==> src/rtl/ct_spsram_req_ctrl.sv <==
// Request/response controller for a single-port SRAM macro with a 3-deep read-response FIFO.
// Optional power-up zero-fill sweep enabled by defining CT_SPSRAM_CTRL_INIT_EN.
module ct_spsram_req_ctrl #(
    parameter int ADDR_WIDTH = 11,
    parameter int DATA_WIDTH = 88
) (
    input  logic                  CLK,
    input  logic                  RST,
    input  logic                  req_vld,
    output logic                  req_rdy,
    input  logic                  req_wr,
    input  logic [ADDR_WIDTH-1:0] req_addr,
    input  logic [DATA_WIDTH-1:0] req_wdata,
    input  logic [DATA_WIDTH-1:0] req_bwen,
    output logic                  rsp_vld,
    input  logic                  rsp_rdy,
    output logic [DATA_WIDTH-1:0] rsp_rdata,
    output logic                  init_done,
    output logic [ADDR_WIDTH-1:0] A,
    output logic                  CEN,
    output logic                  GWEN,
    output logic [DATA_WIDTH-1:0] WEN,
    output logic [DATA_WIDTH-1:0] D,
    input  logic [DATA_WIDTH-1:0] Q
);

    typedef enum logic [1:0] {
        S_START,
        S_INIT,
        S_RUN
    } state_t;

    localparam logic [ADDR_WIDTH-1:0] ADDR_ONE = {{(ADDR_WIDTH-1){1'b0}}, 1'b1};

    state_t                r_state;
    state_t                w_nextState;
    logic [ADDR_WIDTH-1:0] r_initAddr;
    logic [ADDR_WIDTH-1:0] r_lastA;
    logic                  r_rdPend;
    logic [1:0]            r_count;
    logic [1:0]            r_wrPtr;
    logic [1:0]            r_rdPtr;
    logic [DATA_WIDTH-1:0] r_mem [0:2];

    logic       w_initing;
    logic       w_accept;
    logic       w_rdAccept;
    logic       w_push;
    logic       w_pop;
    logic [1:0] w_used;
    logic [1:0] w_credit;

    function automatic logic [1:0] nextPtr(input logic [1:0] p);
        return (p == 2'd2) ? 2'd0 : p + 2'd1;
    endfunction

    always_comb begin
        w_nextState = r_state;
        case (r_state)
            S_START: begin
`ifdef CT_SPSRAM_CTRL_INIT_EN
                w_nextState = S_INIT;
`else
                w_nextState = S_RUN;
`endif
            end
            S_INIT: begin
                if (r_initAddr == {ADDR_WIDTH{1'b1}}) begin
                    w_nextState = S_RUN;
                end
            end
            S_RUN:   w_nextState = S_RUN;
            default: w_nextState = S_START;
        endcase
    end

    // Credit counts the read in the SRAM pipeline as well as buffered responses,
    // so every accepted read is guaranteed a FIFO slot when Q arrives.
    assign w_used     = r_count + {1'b0, r_rdPend};
    assign w_credit   = 2'd3 - w_used;
    assign init_done  = (r_state == S_RUN) & ~RST;
    assign req_rdy    = init_done & (w_credit != 2'd0);
    assign w_accept   = req_vld & req_rdy;
    assign w_rdAccept = w_accept & ~req_wr;
    assign w_initing  = (r_state == S_INIT) & ~RST;
    assign w_push     = r_rdPend;
    assign rsp_vld    = (r_count != 2'd0);
    assign w_pop      = rsp_vld & rsp_rdy;
    assign rsp_rdata  = r_mem[r_rdPtr];

    always_comb begin
        A    = r_lastA;
        CEN  = 1'b1;
        GWEN = 1'b1;
        WEN  = {DATA_WIDTH{1'b1}};
        D    = {DATA_WIDTH{1'b0}};
        if (w_initing) begin
            A    = r_initAddr;
            CEN  = 1'b0;
            GWEN = 1'b0;
            WEN  = {DATA_WIDTH{1'b0}};
        end else if (w_accept) begin
            A    = req_addr;
            CEN  = 1'b0;
            GWEN = ~req_wr;
            WEN  = ~req_bwen;
            D    = req_wdata;
        end
    end

    always_ff @(posedge CLK) begin
        if (RST) begin
            r_state    <= S_START;
            r_initAddr <= '0;
            r_lastA    <= '0;
            r_rdPend   <= 1'b0;
        end else begin
            r_state  <= w_nextState;
            r_lastA  <= A;
            r_rdPend <= w_rdAccept;
            if (w_initing) begin
                r_initAddr <= r_initAddr + ADDR_ONE;
            end
        end
    end

    // Q belongs to the read accepted one cycle earlier; capture it unconditionally.
    always_ff @(posedge CLK) begin
        if (RST) begin
            r_count <= 2'd0;
            r_wrPtr <= 2'd0;
            r_rdPtr <= 2'd0;
            for (int i = 0; i < 3; i++) begin
                r_mem[i] <= '0;
            end
        end else begin
            if (w_push) begin
                r_mem[r_wrPtr] <= Q;
                r_wrPtr        <= nextPtr(r_wrPtr);
            end
            if (w_pop) begin
                r_rdPtr <= nextPtr(r_rdPtr);
            end
            case ({w_push, w_pop})
                2'b10:   r_count <= r_count + 2'd1;
                2'b01:   r_count <= r_count - 2'd1;
                default: r_count <= r_count;
            endcase
        end
    end

endmodule

==> config.mk <==
export PLATFORM = sky130hd
export DESIGN_NAME = ct_spsram_req_ctrl
export DESIGN_NICKNAME = d
export VERILOG_FILES = /design/src/rtl/ct_spsram_req_ctrl.sv
export SDC_FILE = /design/constraint.sdc
export NUM_CORES = 1
export LEC_CHECK = 0
export ABC_AREA = 0
export BUFFER_PORTS_ARGS = -buffer_cell sky130_fd_sc_hd__buf_2
export CAP_MARGIN = 10
export CORE_AREA = 4 4 214 216
export CTS_CLUSTER_SIZE = 24
export DETAILED_ROUTE_END_ITERATION = 12
export DIE_AREA = 0 0 218 220
export PLACE_DENSITY = 0.63
export SLEW_MARGIN = 10
export SYNTH_ARGS = -nofsm -noshare
export SYNTH_HDL_FRONTEND = slang
export SYNTH_SLANG_ARGS = --single-unit
export TNS_END_PERCENT = 50
==> constraint.sdc <==
create_clock -name CLK -period 4.53 [get_ports CLK]
set_input_delay 1.1325 -clock CLK [delete_from_list [all_inputs] [get_ports CLK]]
set_output_delay 1.1325 -clock CLK [all_outputs]
set_load 0.005 [all_outputs]
==> run_results.csv <==
group,metric,value,unit
status,status,"complete, no violations",
routing,drt_pre_antenna_iters,5,
cts,clkTransAtPathRegs,0.06,ns
die,row_count,77,
logic_synthesis,seq_area_frac_synth,0.664,
sta,period_needed,3.55,ns
routing,wire_per_inst,27.1,um
power,power.density,365,nW/um^2
logic_synthesis,synth.top_cell.area_share,0.638,
sta,relSlewSlack,0.268,
logic_synthesis,synth_warnings,0,
power,p_int,6.03,mW
die,fp.dieW,218,um
placement,dp_hpwl,43900,um
routing,ant_nets,0,
worst_setup_path,cp_max_fo,24,
placement,portBuffers,559,
sta,final.setup.tns,0,ns
logic_synthesis,ys_seq_elements,373,
sta,period_share,0.784,
global_routing,grt_antenna_before_repair,42,
placement,dp_slack,1.03,ns
cts,cts_tree,"built",
worst_setup_path,arrival,2.42,ns
worst_setup_path,worstReg2RegStart,"r_rdPend",
logic_synthesis,syn_inst,1045,
global_routing,grt_max_degree,122,
power,pwr-share-comb,0.093,
routing,totalWireLength,60400,um
layout,final_nets,1879,
sta,tightest_slew,1.10,ns
layout,mostFrequentLayoutCell,"buf_2",
power,ir_worst_vdd,0.212,mV
power,p_switching,1.73,mW
worst_setup_path,slowest_delay,0.37,ns
layout,finalInstanceArea,21300,um^2
logic_synthesis,synth.avg_cell_area,15.8,um^2
cts,cts_setup_buffers,0,
placement,placed_cell_area,20000,um^2
global_routing,grt_pass1_wl,83500,um
layout,layout_common_cells,"559 x buf_2, 352 x and2_1, 352 x edfxtp_1",
routing,drt-initial-drc-count,1016,
logic_synthesis,synth_ff_type,"edfxtp_1",
worst_setup_path,path_delay_family,"buffers and inverters",
sta,whs,0.516,ns
cts,cts_hold_repair.buffers,0,
power,p_clk_frac,0.404,
cts,cts_resized,0,
cts,htreeDepth,2,
logic_synthesis,synth-edff-count,352,
worst_setup_path,cp_data_required_time,3.40,ns
cts,cts-root-buf,"clkbuf_16",
sta,max_freq,281,MHz
power,seq_power_share,0.502,
cts,cts_buffer_depth,3,
power,p_leak,8.59,nW
layout,syn_to_final_growth,28.5,%
logic_synthesis,async_reset_ff_frac,0,
routing,post_drt_via_cell_ratio,5.09,
die,die_area,48000,um^2
logic_synthesis,synth_top_cell_by_area,"edfxtp_1",
sta,slew_violations,0,
placement,gp_congestion,0.957,
routing,vias,11300,
die,ios,560,
flow_run,drv_cap,0,
logic_synthesis,synth_area,16600,um^2
worst_setup_path,cp-startpoint,"r_rdPend",
cts,clock_sinks,373,
logic_synthesis,syn_nets,1327,
worst_setup_path,worstSetupPathType,"reg2out",
power,p_sw_frac,0.223,
sta,finalHoldViolCount,0,
min_path,hp-class,"reg2reg",
global_routing,grt_overflow_total,0,
die,start_util,0.377,
die,coreArea,43900,um^2
sta,fin_skew,0.0291,ns
sta,finalSetupViolations,0,
cts,numCtsBuffers,41,
routing,drc,0,
global_routing,grt_pass1_vias,11300,
worst_setup_path,startpoint_type,"flop",
worst_setup_path,crit_buf_inv,2,
global_routing,track_usage,0.244,
logic_synthesis,synth.distinct_cells,35,
die,die_h,220,um
min_path,hold_start,"r_rdPtr[1]",
sta,rsz0062_at_grt,"no",
worst_setup_path,crit_chain,"ha_1, xnor2_1, o211a_4, inv_4, mux2_4, buf_2",
cts,insertion_delay,0.54,ns
sta,fin_ws,0.977,ns
layout,drive_gt1_frac,0.465,
worst_setup_path,end_kind,"output pin",
worst_setup_path,slowest_stage,"dfxtp_1",
logic_synthesis,synth_area_leaders,"edfxtp_1 64%, and2_1 13%, mux4_2 12%",
-- kinds of logic after synthesis --
group / share of synthesized area
multiplexers: 0.139
buffers and inverters: 0.0236
adder cells (fa/ha/maj): 0.00151
flip-flops: 0.664
AO/OA/AOI/OAI: 0.00363
XOR/XNOR: 0.00159
AND/OR/NAND/NOR: 0.167
-- synth_stat cells, drive strengths merged, types with 2 or more instances --
library cell	count
dfxtp	21
nor2	4
o21ai	2
a21oi	5
clkbuf	38
inv	5
or3	2
edfxtp	352
ha	2
or2	4
mux2	22
and2	352
buf	33
nand2	91
mux4	88
xnor2	2
nor2b	11
-- path summary, 6_finish.rpt --
path | endpoint | slack [ns] | cells after the start
worst max-delay path | A[0] | 0.98 | 6
worst min-delay path | flop | 0.52 | 2
worst max register to register | r_mem[0][56] | 2.31 | 4
worst min register to register | flop | 0.52 | 2
-- tightest hold or removal path, stage by stage, from the launching register on --
cell and delay, ns:
dfxtp_1 0.32, nand2_1 0.06, a21oi_1 0.08
-- sequential cells by signal, indices dropped and copies added (netlist names), named ones only --
register  count
r_lastA      11
r_count       2
r_wrPtr       2
r_state       1
r_mem       352
r_rdPtr       2
r_rdPend      1
-- per-stage QoR --
stage / power (mW) / std cells / utilization
after floorplan: 4.29 / 1045 / -
after global placement: 4.70 / 2146 / 0.455
after detailed placement: 4.70 / 2146 / 0.455
after CTS: 7.83 / 2217 / 0.484
after global routing: 8.05 / 2222 / 0.484
final: 7.77 / 2229 / 0.484
-- layout make-up --
type,count,area (um^2)
well taps,592,741
diodes,12,30.0
flip-flops and latches,373,11000
clock inverters,18,156
clock buffers,53,1090
fillers,3940,22600
repair buffers,580,3040
multi-input cells,596,5200
inverters,5,21.3
-- metal layers --
metal  vias up  routed length, um  global-route usage
met3       114               5120              0.0636
met4        12               1450              0.0605
met2       605              29500               0.395
li1       4904                  -                   -
met1      5706              24300               0.331
met5         -                 63                   0
-- power groups by stage --
| stage | logic, mW | clock network, mW | registers (mW) |
|---|---|---|---|
| 2_1_floorplan | 0.333 | 0 | 3.96 |
| 3_3_place_gp | 0.728 | 0 | 3.97 |
| 3_5_place_dp | 0.728 | 0 | 3.98 |
| 4_1_cts | 0.733 | 3.19 | 3.90 |
| 5_1_grt | 0.780 | 3.36 | 3.91 |
| 6_report | 0.723 | 3.14 | 3.90 |
Note: power is estimated with default switching activity, not from simulation.
